--- src/rtl/battle_turn_ctrl_if.sv ---
// Signal bundle between battle_turn_ctrl and its neighbours: the keypad and
// collision inputs, the battle engine's status inputs, and the attack-request
// outputs to the engine. master = turn controller, slave = engine/keypad side.
interface battle_turn_ctrl_if;
    localparam int unsigned CODE_W = 2;
    localparam int unsigned AMMO_W = 5;

    // keypad decode / collision detection
    logic              collision_detected;
    logic              key_valid;
    logic [CODE_W-1:0] key_code;

    // battle engine status
    logic [AMMO_W-1:0] player_remained_sword;
    logic [AMMO_W-1:0] player_remained_baseballbat;
    logic [AMMO_W-1:0] enemy_remained_sword;
    logic [AMMO_W-1:0] enemy_remained_baseballbat;
    logic              player_win;
    logic              enemy_win;

    // attack requests and status
    logic [CODE_W-1:0] player_choice;
    logic              player_turn;
    logic [CODE_W-1:0] enemy_choice;
    logic              attacker_turn;
    logic              battle_active;
    logic              turn_owner;
    logic              key_reject;

    modport master (
        input  collision_detected,
        input  key_valid,
        input  key_code,
        input  player_remained_sword,
        input  player_remained_baseballbat,
        input  enemy_remained_sword,
        input  enemy_remained_baseballbat,
        input  player_win,
        input  enemy_win,
        output player_choice,
        output player_turn,
        output enemy_choice,
        output attacker_turn,
        output battle_active,
        output turn_owner,
        output key_reject
    );

    modport slave (
        output collision_detected,
        output key_valid,
        output key_code,
        output player_remained_sword,
        output player_remained_baseballbat,
        output enemy_remained_sword,
        output enemy_remained_baseballbat,
        output player_win,
        output enemy_win,
        input  player_choice,
        input  player_turn,
        input  enemy_choice,
        input  attacker_turn,
        input  battle_active,
        input  turn_owner,
        input  key_reject
    );
endinterface

--- src/rtl/battle_turn_ctrl.sv ---
// Turn sequencer for the battle engine. Alternates player and enemy attack
// requests, refuses player keys for exhausted weapons, picks enemy moves from
// a free-running LFSR and stops once the engine reports a winner.
// Optional build macro TURN_TIMEOUT_EN: forces a punch when the player idles
// for TIMEOUT_CYCLES in WAIT_PLAYER; without it the player may wait forever.
module battle_turn_ctrl #(
    parameter int unsigned THINK_CYCLES    = 16,
    parameter int unsigned COOLDOWN_CYCLES = 4,
    parameter logic [7:0]  LFSR_SEED       = 8'hA5,
    parameter int unsigned TIMEOUT_CYCLES  = 1000
) (
    input logic               clk,
    input logic               rst_n,
    battle_turn_ctrl_if.master bus
);

    localparam int unsigned CODE_W  = 2;
    localparam int unsigned MAX_CT  = (COOLDOWN_CYCLES > THINK_CYCLES) ? COOLDOWN_CYCLES : THINK_CYCLES;
    localparam int unsigned MAX_CNT = (MAX_CT > TIMEOUT_CYCLES) ? MAX_CT : TIMEOUT_CYCLES;
    localparam int unsigned CNT_W   = $clog2(MAX_CNT + 1);

    localparam logic [CODE_W-1:0] CODE_PUNCH = 2'b00;
    localparam logic [CODE_W-1:0] CODE_KICK  = 2'b01;
    localparam logic [CODE_W-1:0] CODE_SWORD = 2'b10;
    localparam logic [CODE_W-1:0] CODE_BAT   = 2'b11;

    typedef enum logic [2:0] {
        IDLE,
        WAIT_PLAYER,
        PLAYER_STRIKE,
        COOLDOWN_P,
        ENEMY_THINK,
        ENEMY_STRIKE,
        COOLDOWN_E,
        DONE
    } state_t;

    state_t            state, state_nxt;
    logic [CNT_W-1:0]  cnt, cnt_nxt;
    logic [7:0]        lfsr;

    logic [CODE_W-1:0] player_choice_q, player_choice_nxt;
    logic [CODE_W-1:0] enemy_choice_q, enemy_choice_nxt;
    logic              player_turn_q, player_turn_nxt;
    logic              attacker_turn_q, attacker_turn_nxt;
    logic              battle_active_q, battle_active_nxt;
    logic              turn_owner_q, turn_owner_nxt;
    logic              key_reject_q, key_reject_nxt;

    logic              win;
    logic              key_ok;
    logic [CODE_W-1:0] enemy_code;

    assign win = bus.player_win | bus.enemy_win;

    // Free-running 8-bit Fibonacci LFSR used as the enemy's move source
    always_ff @(posedge clk or negedge rst_n) begin
        if (!rst_n) begin
            lfsr <= LFSR_SEED;
        end else begin
            lfsr <= {lfsr[6:0], lfsr[7] ^ lfsr[5] ^ lfsr[4] ^ lfsr[3]};
        end
    end

    // Player key legality: weapons need stock, punch and kick always allowed
    always_comb begin
        key_ok = 1'b1;
        case (bus.key_code)
            CODE_SWORD: key_ok = (bus.player_remained_sword != '0);
            CODE_BAT:   key_ok = (bus.player_remained_baseballbat != '0);
            default:    key_ok = 1'b1;
        endcase
    end

    // Enemy move: LFSR pick, with kick substituted for an exhausted weapon
    always_comb begin
        enemy_code = lfsr[1:0];
        if ((lfsr[1:0] == CODE_SWORD && bus.enemy_remained_sword == '0) ||
            (lfsr[1:0] == CODE_BAT   && bus.enemy_remained_baseballbat == '0)) begin
            enemy_code = CODE_KICK;
        end
    end

    // Next state, counter and next registered outputs
    always_comb begin
        state_nxt         = state;
        cnt_nxt           = '0;
        player_choice_nxt = player_choice_q;
        enemy_choice_nxt  = enemy_choice_q;
        player_turn_nxt   = 1'b0;
        attacker_turn_nxt = 1'b0;
        turn_owner_nxt    = turn_owner_q;
        key_reject_nxt    = 1'b0;

        if (state == IDLE) begin
            if (bus.collision_detected && !win) begin
                state_nxt = WAIT_PLAYER;
            end
        end else if (state == DONE) begin
            state_nxt = DONE;
        end else if (win) begin
            // a decided battle abandons any pending strike
            state_nxt = DONE;
        end else if (!bus.collision_detected) begin
            state_nxt = IDLE;
        end else begin
            case (state)
                WAIT_PLAYER: begin
                    if (bus.key_valid && key_ok) begin
                        player_choice_nxt = bus.key_code;
                        player_turn_nxt   = 1'b1;
                        state_nxt         = PLAYER_STRIKE;
                    end else begin
                        key_reject_nxt = bus.key_valid;
`ifdef TURN_TIMEOUT_EN
                        // idle player forfeits the choice and throws a punch
                        if (cnt == CNT_W'(TIMEOUT_CYCLES)) begin
                            player_choice_nxt = CODE_PUNCH;
                            player_turn_nxt   = 1'b1;
                            state_nxt         = PLAYER_STRIKE;
                        end else begin
                            cnt_nxt = cnt + CNT_W'(1);
                        end
`endif
                    end
                end
                PLAYER_STRIKE: begin
                    state_nxt = COOLDOWN_P;
                end
                COOLDOWN_P: begin
                    if (cnt == CNT_W'(COOLDOWN_CYCLES - 1)) begin
                        turn_owner_nxt = 1'b1;
                        state_nxt      = ENEMY_THINK;
                    end else begin
                        cnt_nxt = cnt + CNT_W'(1);
                    end
                end
                ENEMY_THINK: begin
                    if (cnt == CNT_W'(THINK_CYCLES - 1)) begin
                        enemy_choice_nxt  = enemy_code;
                        attacker_turn_nxt = 1'b1;
                        state_nxt         = ENEMY_STRIKE;
                    end else begin
                        cnt_nxt = cnt + CNT_W'(1);
                    end
                end
                ENEMY_STRIKE: begin
                    state_nxt = COOLDOWN_E;
                end
                COOLDOWN_E: begin
                    if (cnt == CNT_W'(COOLDOWN_CYCLES - 1)) begin
                        turn_owner_nxt = 1'b0;
                        state_nxt      = WAIT_PLAYER;
                    end else begin
                        cnt_nxt = cnt + CNT_W'(1);
                    end
                end
                default: begin
                    state_nxt = IDLE;
                end
            endcase
        end

        if (state_nxt == IDLE || state_nxt == DONE) begin
            turn_owner_nxt = 1'b0;
        end
        battle_active_nxt = (state_nxt != IDLE) && (state_nxt != DONE);
    end

    // State, counter and output registers
    always_ff @(posedge clk or negedge rst_n) begin
        if (!rst_n) begin
            state           <= IDLE;
            cnt             <= '0;
            player_choice_q <= CODE_PUNCH;
            enemy_choice_q  <= CODE_PUNCH;
            player_turn_q   <= 1'b0;
            attacker_turn_q <= 1'b0;
            battle_active_q <= 1'b0;
            turn_owner_q    <= 1'b0;
            key_reject_q    <= 1'b0;
        end else begin
            state           <= state_nxt;
            cnt             <= cnt_nxt;
            player_choice_q <= player_choice_nxt;
            enemy_choice_q  <= enemy_choice_nxt;
            player_turn_q   <= player_turn_nxt;
            attacker_turn_q <= attacker_turn_nxt;
            battle_active_q <= battle_active_nxt;
            turn_owner_q    <= turn_owner_nxt;
            key_reject_q    <= key_reject_nxt;
        end
    end

    assign bus.player_choice = player_choice_q;
    assign bus.enemy_choice  = enemy_choice_q;
    assign bus.player_turn   = player_turn_q;
    assign bus.attacker_turn = attacker_turn_q;
    assign bus.battle_active = battle_active_q;
    assign bus.turn_owner    = turn_owner_q;
    assign bus.key_reject    = key_reject_q;

endmodule

--- src/flat_wrapper.sv ---
// flat-port wrapper written by rule: the top's interface ports become plain ports
module battle_turn_ctrl_flat 
#(
    parameter int unsigned THINK_CYCLES    = 16,
    parameter int unsigned COOLDOWN_CYCLES = 4,
    parameter logic [7:0]  LFSR_SEED       = 8'hA5,
    parameter int unsigned TIMEOUT_CYCLES  = 1000
)
  (clk, rst_n, bus_collision_detected, bus_key_valid, bus_key_code, bus_player_remained_sword, bus_player_remained_baseballbat, bus_enemy_remained_sword, bus_enemy_remained_baseballbat, bus_player_win, bus_enemy_win, bus_player_choice, bus_player_turn, bus_enemy_choice, bus_attacker_turn, bus_battle_active, bus_turn_owner, bus_key_reject);
  battle_turn_ctrl_if bus_i ();
  input logic clk;
  input logic rst_n;
  input wire logic [$bits(bus_i.collision_detected)-1:0] bus_collision_detected;
  input wire logic [$bits(bus_i.key_valid)-1:0] bus_key_valid;
  input wire logic [$bits(bus_i.key_code)-1:0] bus_key_code;
  input wire logic [$bits(bus_i.player_remained_sword)-1:0] bus_player_remained_sword;
  input wire logic [$bits(bus_i.player_remained_baseballbat)-1:0] bus_player_remained_baseballbat;
  input wire logic [$bits(bus_i.enemy_remained_sword)-1:0] bus_enemy_remained_sword;
  input wire logic [$bits(bus_i.enemy_remained_baseballbat)-1:0] bus_enemy_remained_baseballbat;
  input wire logic [$bits(bus_i.player_win)-1:0] bus_player_win;
  input wire logic [$bits(bus_i.enemy_win)-1:0] bus_enemy_win;
  output wire logic [$bits(bus_i.player_choice)-1:0] bus_player_choice;
  output wire logic [$bits(bus_i.player_turn)-1:0] bus_player_turn;
  output wire logic [$bits(bus_i.enemy_choice)-1:0] bus_enemy_choice;
  output wire logic [$bits(bus_i.attacker_turn)-1:0] bus_attacker_turn;
  output wire logic [$bits(bus_i.battle_active)-1:0] bus_battle_active;
  output wire logic [$bits(bus_i.turn_owner)-1:0] bus_turn_owner;
  output wire logic [$bits(bus_i.key_reject)-1:0] bus_key_reject;
  assign bus_i.collision_detected = bus_collision_detected;
  assign bus_i.key_valid = bus_key_valid;
  assign bus_i.key_code = bus_key_code;
  assign bus_i.player_remained_sword = bus_player_remained_sword;
  assign bus_i.player_remained_baseballbat = bus_player_remained_baseballbat;
  assign bus_i.enemy_remained_sword = bus_enemy_remained_sword;
  assign bus_i.enemy_remained_baseballbat = bus_enemy_remained_baseballbat;
  assign bus_i.player_win = bus_player_win;
  assign bus_i.enemy_win = bus_enemy_win;
  assign bus_player_choice = bus_i.player_choice;
  assign bus_player_turn = bus_i.player_turn;
  assign bus_enemy_choice = bus_i.enemy_choice;
  assign bus_attacker_turn = bus_i.attacker_turn;
  assign bus_battle_active = bus_i.battle_active;
  assign bus_turn_owner = bus_i.turn_owner;
  assign bus_key_reject = bus_i.key_reject;
  battle_turn_ctrl #(.THINK_CYCLES(THINK_CYCLES), .COOLDOWN_CYCLES(COOLDOWN_CYCLES), .LFSR_SEED(LFSR_SEED), .TIMEOUT_CYCLES(TIMEOUT_CYCLES)) u_core (.clk(clk), .rst_n(rst_n), .bus(bus_i));
endmodule
--- config.mk ---
export PLATFORM = sky130hd
export DESIGN_NAME = battle_turn_ctrl_flat
export DESIGN_NICKNAME = d
export VERILOG_FILES = /design/src/rtl/battle_turn_ctrl_if.sv /design/src/rtl/battle_turn_ctrl.sv /design/src/flat_wrapper.sv
export SDC_FILE = /design/constraint.sdc
export NUM_CORES = 1
export LEC_CHECK = 0
export BUFFER_PORTS_ARGS = -buffer_cell sky130_fd_sc_hd__buf_2
export CAP_MARGIN = 20
export CORE_MARGIN = 2
export CORE_UTILIZATION = 35
export CTS_CLUSTER_DIAMETER = 40
export DETAILED_ROUTE_END_ITERATION = 10
export PLACE_DENSITY_LB_ADDON = 0.1
export SYNTH_ARGS = -nofsm -noshare
export SYNTH_HDL_FRONTEND = slang
export SYNTH_SLANG_ARGS = --single-unit
export TNS_END_PERCENT = 50
--- constraint.sdc ---
create_clock -name clk -period 1.6 [get_ports clk]
set_input_delay 0.16 -clock clk [delete_from_list [all_inputs] [get_ports clk]]
set_output_delay 0.16 -clock clk [all_outputs]
set_load 0.01 [all_outputs]
; Word level (Yosys, flattened, before mapping)
; Cells that the tools add are included.
[classes]
n_addsub = 1
n_mul = 0
div_mod_pow = 0
order_cmp = 0
n_eq_ne = 20
shifts = 0
mux = 45
bitwise = 7
n_reduce_logical = 21
[op_table]
columns = cell, n
row1 = 2-to-1 mux 10 bit, 6
row2 = 2-to-1 mux 3 bit, 9
row3 = 2-to-1 mux 1 bit, 25
row4 = one-hot mux 10 bit (2 select lines), 1
row5 = one-hot mux 3 bit (6 select lines), 1
row6 = equality test 3 bit (second input constant), 5
row7 = AND reduction 6 bit, 2
row8 = adder 10 x 1 -> 10 bit (second input constant), 1
row9 = equality test 10 x 2 -> 1 bit (second input constant), 1
row10 = equality test 10 x 4 -> 1 bit (second input constant), 1
row11 = logical NOT 5 bit, 2
row12 = nonzero test 5 bit, 2
row13 = equality test 2 bit (second input constant), 4
row14 = AND reduction 7 bit, 1
row15 = equality test 3 x 2 -> 1 bit (second input constant), 2
row16 = logical NOT 3 bit, 2
row17 = inequality test 2 bit (second input constant), 3
row18 = inequality test 3 x 1 -> 1 bit (second input constant), 2
row19 = nonzero test 3 bit, 2
row20 = logical AND 1 bit, 5
row21 = one-hot mux 1 bit (2 select lines), 2
row22 = equality test 3 x 1 -> 1 bit (second input constant), 1
row23 = inequality test 3 bit (second input constant), 1
row24 = inverter 1 bit, 3
row25 = other kinds (7), 10
[word_totals]
register_bits = 30
latch_bits = 0
mem_bits_rw = 0
romBits = 0
input_bits = 28
output_inout_bits = 9
elab_cells = 104
mem_count = 0

; Logic depth before layout (Yosys ltp)
[depth]
word_depth = 13
ltp_mapped = 6
ltp_nobuf = 5

; Worst setup path before layout
; Ideal clock, no wire load.
[synth_path]
kind = input to register
startpoint = in bus_collision_detected
endpoint = reg u_core.player_choice_q[0], in the netlist u_core.bus.player_choice[0]
setup_time_ns = 0.127
arrival_time_ns = 1.721
required_time_ns = 1.473
slack_ns = -0.248
cell_stages = 5
n_path_buf = 1
path_cell_list = buf_4 -> or3b_4 -> or4_4 -> and3b_2 -> mux2_1
[synth_via]
elab_chain_len = 1
[synth_rtl]
columns = element, line
row1 = "start, declared", flat_wrapper.sv:13  ; input wire logic [$bits(bus_i.collision_detected)-1:0] bus_collision_detected;
row2 = AND reduction 6 bit (no line), n/a
row3 = "end signal, assigned", battle_turn_ctrl.sv:185  ; player_choice_q <= player_choice_nxt;
row4 = "end, declared", battle_turn_ctrl.sv:42  ; logic [CODE_W-1:0] player_choice_q, player_choice_nxt;
; Every way passes these cells.
; A chain may end at the register's enable or synchronous reset.

; Worst setup path after layout
[layout_path]
startpoint = reg u_core.cnt[5]
endpoint = reg u_core.enemy_choice_q[1], in the netlist u_core.bus.enemy_choice[1]
[layout_via]
elab_chain_len = 2
[layout_rtl]
columns = element, line
row1 = "start, declared", battle_turn_ctrl.sv:39  ; logic [CNT_W-1:0] cnt, cnt_nxt;
row2 = "start signal, assigned", battle_turn_ctrl.sv:184  ; cnt <= cnt_nxt;
row3 = equality test 10 x 4 -> 1 bit, battle_turn_ctrl.sv:139  ; if (cnt == CNT_W'(THINK_CYCLES - 1)) begin
row4 = AND reduction 6 bit (no line), n/a
row5 = "end signal, assigned", battle_turn_ctrl.sv:186  ; enemy_choice_q <= enemy_choice_nxt;
row6 = "end, declared", battle_turn_ctrl.sv:43  ; logic [CODE_W-1:0] enemy_choice_q, enemy_choice_nxt;
; Every way passes these cells.

==> results.sh <==
export IMPL_status="complete, but fails checks"
export IMPL_violations="negative setup slack"
export IMPL_place_congestion=0.8164
export IMPL_min_period_over_period_pct=107.6
export IMPL_n_antenna_cell=0
export IMPL_critPathRequiredTime_ps=1760
export IMPL_ys_warn_count=0
export IMPL_drtIter0Drc=35
export IMPL_syn_area_mm2=0.001445
export IMPL_rsz0062_at_grt="yes"
export IMPL_dieWidth_um=68.26
export IMPL_die_h_um=68.26
export IMPL_htree_num_levels=2
export IMPL_grtUsageTotal_pct=15.93
export IMPL_die_area_mm2=0.004659
export IMPL_leakagePower_nw=1.017
export IMPL_synth_flop_cell="dfrtp_1"
export IMPL_grt_pass1_vias=1267
export IMPL_synthCells=141
export IMPL_hold_viol=0
export IMPL_post_drt_wl_per_cell_um=13.56
export IMPL_core_mm2=0.004000
export IMPL_start_util_pct=36.13
export IMPL_rows=23
export IMPL_yosysSeqAreaShare_pct=52.29
export IMPL_first_pass_iters=4
export IMPL_antenna_left=0
export IMPL_final_util_pct=53.71
export IMPL_power_density_mw_per_mm2=830.9
export IMPL_final_max_slew_viol_count=0
export IMPL_ys_top_cells_by_area="dfrtp_1 45%, dfstp_2 7.3%, nor2_1 5.2%, xnor2_1 4.8%, nand2_1 3.4%"
export IMPL_drc=0
export IMPL_fmax_mhz=581.0
export IMPL_antenna_found_initial=0
export IMPL_synthArstFlopShare_pct=100.0
export IMPL_port_buffers=36
export IMPL_cts_buffers=5
export IMPL_top_level_ports=37
export IMPL_drive_gt1_share_pct=45.75
export IMPL_cp_end_kind="register"
export IMPL_synth_distinct_cells=43
export IMPL_dp_cells=251
export IMPL_holdWs_ps=149.1
export IMPL_period_needed_ps=1721
export IMPL_tns_ps=-268.3
export IMPL_clk_path_buf_depth=2
export IMPL_viasPerCell=5.050
export IMPL_ys_ff_latch=30
export IMPL_maxCapViolCount=0
export IMPL_grt_pass1_wl_um=5333
export IMPL_hold_path_class="in2reg"
export IMPL_grt_max_degree=31
export IMPL_startpoint_type="register"
export IMPL_instances_no_fill=262
export IMPL_synth_enable_flop_cells=0
export IMPL_arrival_ps=1890
export IMPL_syn_area_per_cell_um2=10.25
export IMPL_max_slew_margin_pct=56.03
export IMPL_cts_sinks=30
export IMPL_area_growth_pct=48.66
export IMPL_dpl_hpwl_um=2599
export IMPL_worst_pin_slew_ps=659.6
export IMPL_syn_nets=170
export IMPL_final_setup_viol_count=3
export IMPL_drt_wl_total_um=3554
export IMPL_crit_fanout=3
export IMPL_overflow=0
export IMPL_fin_ws_ps=-121.0
export IMPL_yosysTopAreaCellShare_pct=45.02
export IMPL_clk_insertion_delay_late_ps=280
export IMPL_nets=240
export IMPL_ctsRootBufferMaster="clkbuf_8"
export IMPL_yosys_area_top_type="dfrtp_1"
export IMPL_vdd_ir_drop_worst_uv=491.8
export IMPL_crit_type="reg2reg"
export IMPL_clkSlewWorstSetupHoldPaths_ps=70
export IMPL_via_count=1323
export IMPL_cts_tree="yes"
export IMPL_fillerInstances=360
export IMPL_fin_skew_ps=5.634
-- through the flow --
stage / instance area (um^2) / setup slack, ps / total power [mW]
floorplan: 1460 / -138.3 / 0.7902
global placement: 1907 / -155.0 / 0.8461
detailed placement: 1907 / -230.9 / 0.8479
CTS: 2081 / -146.5 / 1.809
global route: 2148 / -182.7 / 1.858
finish: 2148 / -121.0 / 1.785
-- state kept, by name, summed over array words and instances (netlist names) --
| signal | cells |
|---|---|
| u_core.bus.player_choice | 2 |
| u_core.bus.attacker_turn | 1 |
| u_core.bus.turn_owner | 1 |
| u_core.cnt | 10 |
| u_core.bus.key_reject | 1 |
| u_core.bus.battle_active | 1 |
| u_core.lfsr | 8 |
| u_core.bus.enemy_choice | 2 |
| u_core.state | 3 |
| u_core.bus.player_turn | 1 |
-- layout make-up --
class / count / area [um^2] / share of cell area, %
clock buffer: 6 / 82.58 / 3.844
clock inverter: 2 / 60.06 / 2.796
inverter: 2 / 7.507 / 0.3494
multi-input combinational: 103 / 721.9 / 33.61
sequential: 30 / 755.7 / 35.18
tap: 50 / 62.56 / 2.912
timing repair buffer: 69 / 457.9 / 21.32
-- path summary, 6_finish.rpt --
kind                                               start                                       to  slack [ps]  cells after the start
worst max-delay path             u_core.cnt[5]$_DFF_PN0_   u_core.bus.enemy_choice[1]$_DFFE_PN0P_        -120                      4
worst min-delay path                     bus_key_code[1]  u_core.bus.player_choice[1]$_DFFE_PN0P_         150                      2
worst max register to register   u_core.cnt[5]$_DFF_PN0_   u_core.bus.enemy_choice[1]$_DFFE_PN0P_        -120                      4
worst min register to register  u_core.lfsr[6]$_DFF_PN0_                 u_core.lfsr[7]$_DFF_PN1_         360                      0
max in group asynchronous                          rst_n        u_core.bus.turn_owner$_DFFE_PN0P_         730                      2
min in group asynchronous                          rst_n                u_core.state[2]$_DFF_PN0_         450                      2
-- kinds of logic (layout without fill, tap and decap cells) --
| family | Yosys count | in the layout | synth area share, % |
|---|---|---|---|
| mux | 4 | 4 | 3.030 |
| compound gates | 19 | 19 | 9.870 |
| simple gates | 68 | 68 | 24.94 |
| flops | 30 | 30 | 52.29 |
| buf+inv | 8 | 79 | 2.337 |
| xor+xnor | 11 | 11 | 6.667 |
| fa+ha+maj | 1 | 1 | 0.8657 |
-- cells in the mapped netlist (4+ instances only) --
cell type,number
nor2_1,20
nand3_1,9
nor3b_1,4
nor4_1,5
dfstp_2,4
clkbuf_1,4
nand2_1,13
xnor2_1,8
dfrtp_1,26
-- placed cells by master, fill, tap and decap left out, types with 2 or more instances in the layout --
cell type  count
o21ai_0        3
or4_1          2
dfstp_2        4
buf_2         36
bufinv_16      2
mux2_2         2
buf_4         27
nor3b_1        4
nor4_1         3
xor2_1         3
inv_1          2
nand3_1        9
clkbuf_8       6
nor2_1        20
dfrtp_1       26
or4_4          2
a31oi_1        2
o211ai_1       2
nor4_4         2
nor3_1         2
nand2_1       12
xnor2_1        8
buf_6          4
or3_1          2
-- repair_timing --
item / CTS / global route
hold endpoints to repair: 26 / 0
gates resized for setup: 5 / 11
hold buffers: 1 / 0
pin swaps: 5 / 7
buffers inserted: 0 / 2
setup endpoints to repair: 16 / 17
-- where the power goes --
part           switching [mW]  leakage [nW]  internal [mW]
combinational          0.0394         0.556         0.0382
sequential         0.00000103         0.389          0.759
clock                   0.284        0.0714          0.664
total                   0.324          1.02           1.46
-- layer usage --
layer	global-route usage, %	share of wire [%]
met5	0	0
met4	7.750	0.53
met3	4.112	5.7
met2	29.00	53
met1	16.91	41
-- worst max-delay path, cell delays in order (launching register included) --
cell	delay [ps]
dfrtp_1	380
or4_4	550
nor4_4	300
nand2_2	110
mux2_2	270
No activity file was read; power rests on OpenSTA's default activity.
